File: config.mk
export PLATFORM = sky130hd
export DESIGN_NAME = mem_port_arbiter
export DESIGN_NICKNAME = d
export VERILOG_FILES = /design/src/rtl/mem_port_arbiter_pkg.sv /design/src/rtl/mem_port_arbiter.sv
export SDC_FILE = /design/constraint.sdc
export NUM_CORES = 1
export LEC_CHECK = 0
export ABC_AREA = 1
export CAP_MARGIN = 30
export CORE_UTILIZATION = 41
export DETAILED_ROUTE_END_ITERATION = 7
export GPL_ROUTABILITY_DRIVEN = 0
export PLACE_DENSITY = 0.81
export SKIP_LAST_GASP = 1
export SLEW_MARGIN = 20
export SYNTH_ARGS = -nofsm -noshare
export SYNTH_HDL_FRONTEND = slang
export SYNTH_SLANG_ARGS = --single-unit
export TNS_END_PERCENT = 1
File: constraint.sdc
create_clock -name CLK -period 2 [get_ports CLK]
set_input_delay 0.3 -clock CLK [delete_from_list [all_inputs] [get_ports CLK]]
set_output_delay 0.3 -clock CLK [all_outputs]
set_load 0.005 [all_outputs]
File: src/rtl/mem_port_arbiter_pkg.sv
// Shared definitions for the IF/MEM unified memory port arbiter:
// FSM state encoding, default widths and the latched memory operation type.
package mem_port_arbiter_pkg;

    localparam int ADDR_W_DEF       = 32;
    localparam int DATA_W_DEF       = 32;
    localparam int STARVE_LIMIT_DEF = 4;

    typedef enum logic [2:0] {
        ST_IDLE   = 3'd0,
        ST_D_SERV = 3'd1,
        ST_I_SERV = 3'd2,
        ST_D_RESP = 3'd3,
        ST_I_RESP = 3'd4
    } arb_state_t;

    typedef enum logic {
        OP_RD = 1'b0,
        OP_WR = 1'b1
    } mem_op_t;

    // A simultaneous load+store request is carried out as a store only.
    function automatic mem_op_t d_op_of(input logic d_write);
        return d_write ? OP_WR : OP_RD;
    endfunction

endpackage

File: src/rtl/mem_port_arbiter.sv
// Arbitrates one multi-cycle memory port between instruction fetch and load/store,
// with data priority and a starvation counter that guarantees fetch progress.
module mem_port_arbiter
    import mem_port_arbiter_pkg::*;
#(
    parameter int ADDR_W       = ADDR_W_DEF,
    parameter int DATA_W       = DATA_W_DEF,
    parameter int STARVE_LIMIT = STARVE_LIMIT_DEF
) (
    input  logic              CLK,
    input  logic              RESET,
    input  logic              I_READ,
    input  logic [ADDR_W-1:0] I_ADDRESS,
    output logic [DATA_W-1:0] I_READDATA,
    output logic              I_BUSYWAIT,
    input  logic              D_READ,
    input  logic              D_WRITE,
    input  logic [ADDR_W-1:0] D_ADDRESS,
    input  logic [DATA_W-1:0] D_WRITEDATA,
    output logic [DATA_W-1:0] D_READDATA,
    output logic              D_BUSYWAIT,
    output logic              M_READ,
    output logic              M_WRITE,
    output logic [ADDR_W-1:0] M_ADDRESS,
    output logic [DATA_W-1:0] M_WRITEDATA,
    input  logic [DATA_W-1:0] M_READDATA,
    input  logic              M_BUSYWAIT
);

    localparam int CNT_W = $clog2(STARVE_LIMIT + 1);
    localparam logic [CNT_W-1:0] STARVE_MAX = CNT_W'(STARVE_LIMIT);

    arb_state_t       state;
    arb_state_t       state_next;
    mem_op_t          op;
    logic [CNT_W-1:0] starve_cnt;

    logic d_req;
    logic starved;
    logic grant_d;
    logic grant_i;
    logic mem_done;

    assign d_req   = D_READ | D_WRITE;
    assign starved = I_READ && (starve_cnt == STARVE_MAX);

    assign D_BUSYWAIT = d_req && (state != ST_D_RESP);
    assign I_BUSYWAIT = I_READ && (state != ST_I_RESP);

    always_ff @(posedge CLK) begin
        if (RESET) begin
            state <= ST_IDLE;
        end else begin
            state <= state_next;
        end
    end

    // RESP states last exactly one cycle so a new grant is only ever made from IDLE.
    always_comb begin
        state_next = state;
        grant_d    = 1'b0;
        grant_i    = 1'b0;
        mem_done   = 1'b0;
        case (state)
            ST_IDLE: begin
                if (d_req && !starved) begin
                    state_next = ST_D_SERV;
                    grant_d    = 1'b1;
                end else if (I_READ) begin
                    state_next = ST_I_SERV;
                    grant_i    = 1'b1;
                end
            end
            ST_D_SERV: begin
                if (!M_BUSYWAIT) begin
                    state_next = ST_D_RESP;
                    mem_done   = 1'b1;
                end
            end
            ST_I_SERV: begin
                if (!M_BUSYWAIT) begin
                    state_next = ST_I_RESP;
                    mem_done   = 1'b1;
                end
            end
            ST_D_RESP: state_next = ST_IDLE;
            ST_I_RESP: state_next = ST_IDLE;
            default:   state_next = ST_IDLE;
        endcase
    end

    // Counts data grants that overtook a waiting fetch; saturates so the fetch wins next.
    always_ff @(posedge CLK) begin
        if (RESET) begin
            starve_cnt <= '0;
        end else if (grant_i) begin
            starve_cnt <= '0;
        end else if (grant_d) begin
            if (!I_READ) begin
                starve_cnt <= '0;
            end else if (starve_cnt != STARVE_MAX) begin
                starve_cnt <= starve_cnt + 1'b1;
            end
        end
    end

    always_ff @(posedge CLK) begin
        if (RESET) begin
            M_READ      <= 1'b0;
            M_WRITE     <= 1'b0;
            M_ADDRESS   <= '0;
            M_WRITEDATA <= '0;
            op          <= OP_RD;
        end else if (grant_d) begin
            M_ADDRESS   <= D_ADDRESS;
            M_WRITEDATA <= D_WRITEDATA;
            op          <= d_op_of(D_WRITE);
            M_WRITE     <= D_WRITE;
            M_READ      <= !D_WRITE;
        end else if (grant_i) begin
            M_ADDRESS   <= I_ADDRESS;
            op          <= OP_RD;
            M_WRITE     <= 1'b0;
            M_READ      <= 1'b1;
        end else if (mem_done) begin
            M_READ      <= 1'b0;
            M_WRITE     <= 1'b0;
        end
    end

    // Read data is captured even if the requester was flushed; it simply goes unused.
    always_ff @(posedge CLK) begin
        if (RESET) begin
            I_READDATA <= '0;
            D_READDATA <= '0;
        end else if (mem_done && (op == OP_RD)) begin
            if (state == ST_D_SERV) begin
                D_READDATA <= M_READDATA;
            end else begin
                I_READDATA <= M_READDATA;
            end
        end
    end

endmodule

=== After elaboration in Yosys (flattened, before gate mapping) ===
Index checks and enable logic that the tools add are counted.

* Register bits after elaboration: 137
* Bits of input ports: 134
* Output and inout bits: 132
* Word-level logic and storage cells: 63

* Add/sub/neg operators: 1
* Eq/ne operators: 10
* Mux-type cells: 24
* Bitwise gates (word level): 3
* Reductions and logical operators: 16

{| class="wikitable"
|+ Operators by type and width
! cell !! number
|-
| $mux 32 || 2
|-
| $mux 3 || 6
|-
| $mux 1 || 15
|-
| $ne 3x3->1 const B || 3
|-
| $pmux 3 s3 || 1
|-
| $reduce_and 2->1 || 3
|-
| $logic_and 1x1->1 || 5
|-
| $ne 2x2->1 const B || 2
|-
| $reduce_or 2->1 || 2
|-
| $add 3x1->3 const B || 1
|-
| $eq 3x1->1 const B || 1
|-
| $eq 3x2->1 const B || 1
|-
| $eq 3x3->1 const B || 1
|-
| $logic_not 3->1 || 1
|-
| $ne 3x2->1 const B || 1
|-
| $reduce_and 3->1 || 1
|-
| $reduce_bool 3->1 || 1
|-
| $logic_not 1->1 || 2
|-
| $ne 2x1->1 const B || 1
|-
| $not 1->1 || 2
|-
| $reduce_bool 2->1 || 1
|-
| $or 1x1->1 || 1
|}

=== Depth between registers and ports, before layout ===
Gate-level depths: netlist (run 1).

* Word-level depth: 8
* Gate-level depth with buffers: 11
* Mapped depth without buffers: 10

=== Least setup slack after synthesis (run 1) ===
Ideal clock, no wire load.

* Kind: register to register
* From: reg starve_cnt[0]
* To: reg M_WRITEDATA[10]
* Setup time: 0.116 ns
* Arrival: 1.312 ns
* Required time: 1.884 ns
* Slack: 0.572 ns
* Cell stages (with the launch flop): 11
* Path buffers: 2
* Period minus slack after synthesis: 1.428 ns
* Cell sequence: dfxtp_1 inv_1 ha_1 nand3_1 nand2_2 nor2_4 inv_2 buf_6 buf_6 nor2_1 nor2_1

* Longest elaborated chain between the ends: 6

{| class="wikitable"
|+ RTL lines
! item !! RTL line !! RTL
|-
| start: declaration || mem_port_arbiter.sv:36 || <nowiki>logic [CNT_W-1:0] starve_cnt;</nowiki>
|-
| start signal: assignment || mem_port_arbiter.sv:102 || <nowiki>starve_cnt <= starve_cnt + 1'b1;</nowiki>
|-
| $eq 3x3->1 || mem_port_arbiter.sv:45 || <nowiki>assign starved = I_READ && (starve_cnt == STARVE_MAX);</nowiki>
|-
| $logic_and 1x1->1 || mem_port_arbiter.sv:45 ||
|-
| $logic_not 1->1 || mem_port_arbiter.sv:66 || <nowiki>if (d_req && !starved) begin</nowiki>
|-
| $logic_and 1x1->1 || mem_port_arbiter.sv:66 ||
|-
| $mux 1 || mem_port_arbiter.sv:66 ||
|-
| $mux 1 || mem_port_arbiter.sv:64 || <nowiki>case (state)</nowiki>
|-
| end signal: assignment || mem_port_arbiter.sv:112 || <nowiki>M_WRITEDATA <= '0;</nowiki>
|-
| end signal: assignment || mem_port_arbiter.sv:116 || <nowiki>M_WRITEDATA <= D_WRITEDATA;</nowiki>
|-
| end: declaration || mem_port_arbiter.sv:25 || <nowiki>output logic [DATA_W-1:0] M_WRITEDATA,</nowiki>
|}

Every way passes these cells.
A chain may end at the register's enable or synchronous reset.

=== Worst setup path in the final report (run 1) ===
* From: reg state[2]
* To: out D_BUSYWAIT

* Longest elaborated chain between the ends: 2

{| class="wikitable"
|+ RTL lines
! item !! RTL line !! RTL
|-
| start: declaration || mem_port_arbiter.sv:33 || <nowiki>arb_state_t state;</nowiki>
|-
| start signal: assignment || mem_port_arbiter.sv:54 || <nowiki>state <= state_next;</nowiki>
|-
| $ne 3x2->1 || mem_port_arbiter.sv:47 || <nowiki>assign D_BUSYWAIT = d_req && (state != ST_D_RESP);</nowiki>
|-
| $logic_and 1x1->1 || mem_port_arbiter.sv:47 ||
|-
| end: declaration || mem_port_arbiter.sv:21 || <nowiki>output logic D_BUSYWAIT,</nowiki>
|}

Every way passes these cells.

==> results.sh, run 1 <==
export IMPL_clockBufferDepth=2
export IMPL_slew_viol_final=0
export IMPL_dp_cells=1204
export IMPL_ant_nets=0
export IMPL_grt_pass1_vias=5432
export IMPL_hold_viol=0
export IMPL_synth_flop_cell="dfxtp_1"
export IMPL_io_buffers=265
export IMPL_cts_tree="built"
export IMPL_die_y_um=118.2
export IMPL_max_stage_delay_ns=0.56
export IMPL_r2r_end="starve_cnt[2]"
export IMPL_yosysSeqAreaShare=0.4956
export IMPL_final_cells=1236
export IMPL_cp_required_ns=1.70
export IMPL_synth_nets=929
export IMPL_leakagePower_nw=3.720
export IMPL_synthCells=793
export IMPL_grt_pass1_wl_um=25860
export IMPL_ys_top_cells_by_area="dfxtp_1, nand2_1, nor2_1"
export IMPL_start_kind="flip-flop"
export IMPL_cts_buffers_inserted=17
export IMPL_min_from="D_READDATA[14]"
export IMPL_placementRows=42
export IMPL_num_antenna_cells=0
export IMPL_synth_edff_count=0
export IMPL_clk_pin_slew_ns=0.06
export IMPL_clock_sinks=137
export IMPL_status="completed"
export IMPL_antenna_found_initial=0
export IMPL_grt_overflow=0
export IMPL_die_x_um=118.2
export IMPL_max_freq_mhz=518.8
export IMPL_viasPerCell=4.622
export IMPL_hold_buffers=0
export IMPL_drive_above_1_share=0.06038
export IMPL_cp_num_buf_inv=2
export IMPL_relSlewSlack=0.7343
export IMPL_dpl_worst_slack_ns=0.08970
export IMPL_worst_slack_ns=0.07229
export IMPL_period_needed_ns=1.928
export IMPL_drc=0
export IMPL_ys_warnings_count=0
export IMPL_route_detailed_wl_per_inst_um=12.98
export IMPL_power_density_nw_per_um2=1025
export IMPL_clkLatencyLatePin_ns=0.41
export IMPL_synth_cell_types=23
export IMPL_grt_max_degree=72
export IMPL_dr_pass1_iters=5
export IMPL_grtUsageTotal=0.2326
export IMPL_hpwl_um=11070
export IMPL_min_period_over_period=0.9639
export IMPL_wl_um=16040
export IMPL_crit_arrival_ns=1.63
export IMPL_nFillCells=1102
export IMPL_reg2regPathDepth=9
export IMPL_tightest_slew_ns=0.3985
export IMPL_drt_iter0_drc=301
export IMPL_hold_end="D_READDATA[14]"
export IMPL_reg2reg_slack_ns=0.39
export IMPL_die_area_sq_um=13970
export IMPL_h_tree_depth=4
export IMPL_cp_max_fo=3
export IMPL_netlist_area_sq_um=5534
export IMPL_cp_top_family="buffers and inverters"
export IMPL_synth_seq_cells=137
export IMPL_syn_avg_cell_area_sq_um=6.979
export IMPL_async_flop_share=0
export IMPL_syn_to_final_growth_pct=62.04
export IMPL_path_class="flip-flop to primary output"
export IMPL_stdcell_area_sq_um=8967
export IMPL_register_area_sq_um=2746
export IMPL_crit_chain="inv_2 -> a32oi_1 -> clkdlybuf4s50_1"
export IMPL_nets=1183
export IMPL_worstHoldPathType="flip-flop to flip-flop"
export IMPL_io_pins=266
export IMPL_crit_slowest_cell="clkdlybuf4s50_1"
export IMPL_yosysMostFrequentCell="nand2_1"
export IMPL_multi_input_area_sq_um=2256
export IMPL_whs_path_depth=2
export IMPL_synth_top_area_cell="dfxtp_1"
export IMPL_endpoint_kind="primary output"
export IMPL_max_cap_violations=0
export IMPL_vias=5713
export IMPL_skew_ns=0.007191
export IMPL_dpl_instance_area_sq_um=8371
export IMPL_root_buffer="clkbuf_16"
export IMPL_yosysTopAreaCellShare=0.4956
export IMPL_rsz0062_at_grt="no"
export IMPL_ir_worst_vdd_mv=0.5844
export IMPL_crit_reg2reg_launch="starve_cnt[0]"
export IMPL_netlist_top_cells_count="nand2_1, dfxtp_1, nor2_1"
export IMPL_design_core_area_sq_um=13190
export IMPL_start_util=0.4196
export IMPL_setup_viol=0
## metal layers
metal / share of wire / vias to the layer above / routed length, um / track usage
met4: 0.032 / 0 / 509 / 0.1234
met5: 0 / - / 0 / 0
li1: - / 2953 / - / -
met3: 0.079 / 39 / 1273 / 0.06998
met1: 0.41 / 2496 / 6637 / 0.2624
met2: 0.48 / 225 / 7619 / 0.3938
## sequential cells by signal, summed over array words and instances (netlist names)
signal and flops:
D_READDATA 32, I_READDATA 32, M_ADDRESS 32, M_WRITEDATA 32
starve_cnt 3, state 3, M_READ 1, M_WRITE 1
op 1
## report_power, final
part	internal [mW]	switching, mW
combinational	1.42	1.30
sequential	3.17	0.214
clock	1.93	1.16
total	6.52	2.67
## worst register-to-register path, stage by stage (launching register included)
cell and delay (ns):
dfxtp_1 0.35, inv_1 0.07, ha_1 0.19, nand3_1 0.09
nand2_2 0.10, nor2_4 0.13, buf_12 0.27, nand2_1 0.11
xor2_1 0.15, nor2_1 0.05
## worst max path at each step
stage / from / endpoint / slack [ns] / depth (start not counted)
after floorplan: starve_cnt[0] / M_WRITEDATA[10] / 0.57 / 10
after global placement: D_WRITE / starve_cnt[2] / 0.13 / 9
after detailed placement: I_READ / I_BUSYWAIT / 0.09 / 4
after CTS: state[0] / I_BUSYWAIT / -0.003 / 3
after global routing: state[0] / I_BUSYWAIT / 0.04 / 3
final: state[2] / D_BUSYWAIT / 0.07 / 3
## through the flow
| stage | total power, mW | setup TNS (ns) | hold WS (ns) | utilization |
|---|---|---|---|---|
| after floorplan | 4.750 | 0 | 0.4349 | - |
| after global placement | 6.109 | 0 | 0.4296 | 0.6346 |
| after detailed placement | 6.153 | 0 | 0.4342 | 0.6346 |
| after CTS | 9.272 | -0.003498 | 0.4435 | 0.6797 |
| after global routing | 9.731 | 0 | 0.4551 | 0.6799 |
| final | 9.192 | 0 | 0.4413 | 0.6799 |
## repair_timing
item | in CTS | in global routing
endpoints found under the setup margin | 2 | 1
setup buffers | 0 | 0
resized for setup | 1 | 2
## cells by family after synthesis
logic type               after synthesis  synth area share
flip-flops                           137            0.4956
XOR/XNOR                               1          0.001583
AND/OR/NAND/NOR                      389            0.2731
buffers and inverters                126           0.09835
adder cells (fa/ha/maj)                2          0.004521
AO/OA/AOI/OAI                        138            0.1268
## cells in the final DEF (no fill, tap or decap)
cell type and instances:
nor2_1 132, inv_2 7, ha_1 2, nand4_2 2, nand3_1 10, clkbuf_1 2, xor2_1 1, buf_4 11
buf_12 6, clkbuf_16 17, clkinvlp_4 3, a21oi_1 72, nor3_1 1, dfxtp_2 3, clkinv_4 3, clkdlybuf4s50_1 265
clkbuf_8 3, inv_1 72, o21ai_1 1, nand2_1 240, nand2_2 2, a32oi_1 1, o211ai_4 1, nor2_4 2
bufinv_16 2, clkinv_2 2, o21ai_0 63, dfxtp_1 134
## cell type report
type	count	area share
clock buffer	22	0.05288
timing repair buffer	282	0.3184
inverter	79	0.03307
tap	176	0.02456
clock inverter	10	0.01326
sequential	137	0.3063
multi-input combinational	530	0.2516
No activity file was read; power rests on OpenSTA's default activity.
==> run 2, diff against run 1 <==
- CORE_UTILIZATION: 41 -> 40
- CTS_CLUSTER_DIAMETER: unset -> 60
- PLACE_DENSITY: 0.81 -> 0.79
==> results.sh, run 2 (synthesis gave the netlist of run 1 again) <==
export IMPL_clkLatencyLatePin_ns=0.41
export IMPL_max_cap_violations=0
export IMPL_start_kind="input pin"
export IMPL_drc=0
export IMPL_nFillCells=1101
export IMPL_max_freq_mhz=510.8
export IMPL_grt_pass1_vias=5280
export IMPL_h_tree_depth=4
export IMPL_power_density_nw_per_um2=1003
export IMPL_tightest_slew_ns=0.3987
export IMPL_start_util=0.4146
export IMPL_cts_resized=2
export IMPL_period_needed_ns=1.958
export IMPL_worstHoldPathType="flip-flop to flip-flop"
export IMPL_post_cts_buffers=0
export IMPL_final_common_cell="clkdlybuf4s50_1"
export IMPL_drt_iter0_drc=232
export IMPL_hold_viol=0
export IMPL_viasPerCell=4.530
export IMPL_ant_nets=0
export IMPL_total_power_mw=8.946
export IMPL_setup_viol=0
export IMPL_cts_buffers_inserted=17
export IMPL_path_class="input pin to primary output"
export IMPL_dpl_worst_slack_ns=0.03301
export IMPL_status="completed"
export IMPL_stdcell_area_sq_um=8920
export IMPL_syn_to_final_growth_pct=61.18
export IMPL_die_y_um=119.6
export IMPL_grtUsageTotal=0.2268
export IMPL_skew_ns=0.007679
export IMPL_dpl_instance_area_sq_um=8363
export IMPL_leakagePower_nw=3.703
export IMPL_grt_max_degree=54
export IMPL_antenna_found_initial=0
export IMPL_cp_required_ns=1.70
export IMPL_grt_overflow=0
export IMPL_r2r_end="M_ADDRESS[10]"
export IMPL_clk_pin_slew_ns=0.05
export IMPL_slew_viol_final=0
export IMPL_relSlewSlack=0.7342
export IMPL_reg2regPathDepth=11
export IMPL_io_buffers=265
export IMPL_cts_tree="built"
export IMPL_hold_buffers=0
export IMPL_io_pins=266
export IMPL_most_common_layout_cells="clkdlybuf4s50_1, nand2_1, dfxtp_1"
export IMPL_worst_slack_ns=0.04245
export IMPL_die_x_um=119.6
export IMPL_root_buffer="clkbuf_16"
export IMPL_rsz0062_at_grt="no"
export IMPL_clock_sinks=137
export IMPL_design_core_area_sq_um=13350
export IMPL_endpoint_kind="primary output"
export IMPL_nets=1182
export IMPL_clockBufferDepth=2
export IMPL_min_period_over_period=0.9788
export IMPL_hold_ws_ns=0.4402
export IMPL_placementRows=42
export IMPL_endpoint="I_BUSYWAIT"
export IMPL_crit_arrival_ns=1.66
export IMPL_hpwl_um=11130
export IMPL_wl_um=15900
export IMPL_reg2reg_slack_ns=0.39
export IMPL_ir_worst_vdd_mv=0.5822
export IMPL_vias=5595
export IMPL_route_detailed_wl_per_inst_um=12.88
export IMPL_tns_ns=0
export IMPL_num_antenna_cells=0
export IMPL_drive_above_1_share=0.06043
export IMPL_grt_pass1_wl_um=25580
export IMPL_dr_pass1_iters=4
export IMPL_cp_startpoint="I_READ"
export IMPL_die_area_sq_um=14310
export IMPL_cp_max_fo=3
export IMPL_crit_reg2reg_launch="starve_cnt[0]"
run 2: changes by cell type in the layout (fill, tap and decap cells not counted):
cell       previous run  this run
bufinv_16             2         0
clkinv_2              2         4
buf_4                11        10
clkbuf_1              2         1
clkbuf_8              3         4
clkinv_4              3         2
inv_6                 0         1
run 2: per-layer routing:
metal  routed length, um  global-route usage
met3                1155             0.07510
met4                 377             0.09297
met5                   0                   0
met1                6776              0.2653
met2                7593              0.3801
run 2: per-stage QoR:
stage,instances,utilization
global route,1235,0.6683
CTS,1235,0.6682
floorplan,793,-
finish,1235,0.6683
detailed placement,1203,0.6265
global placement,1203,0.6265
run 2: final cells by class:
cell class	instances	area (sq um)	share of cell area
Timing Repair Buffer	281	2848	0.3193
Tap cell	176	220.2	0.02469
Inverter	79	296.5	0.03324
Sequential cell	137	2746	0.3079
Clock buffer	22	484.2	0.05429
Clock inverter	10	68.82	0.007715
Multi-Input combinational cell	530	2256	0.2529
run 2: worst min path at each step:
stage,start,endpoint,depth (start not counted)
after CTS,D_READDATA[0],D_READDATA[0],2
after global routing,M_READDATA[22],I_READDATA[22],3
after detailed placement,D_READDATA[0],D_READDATA[0],2
final,D_READDATA[19],D_READDATA[19],2
after global placement,D_READDATA[5],D_READDATA[5],2
after floorplan,D_WRITEDATA[0],M_WRITEDATA[0],2
run 2: worst max-delay path, cell delays in order:
cell and delay, ns:
clkdlybuf4s50_1 0.53, inv_1 0.09, a21oi_1 0.19, clkdlybuf4s50_1 0.54
run 2: power breakdown:
group          internal [mW]  switching [mW]
combinational           1.43            1.29
sequential              3.17           0.215
clock                   1.71            1.14
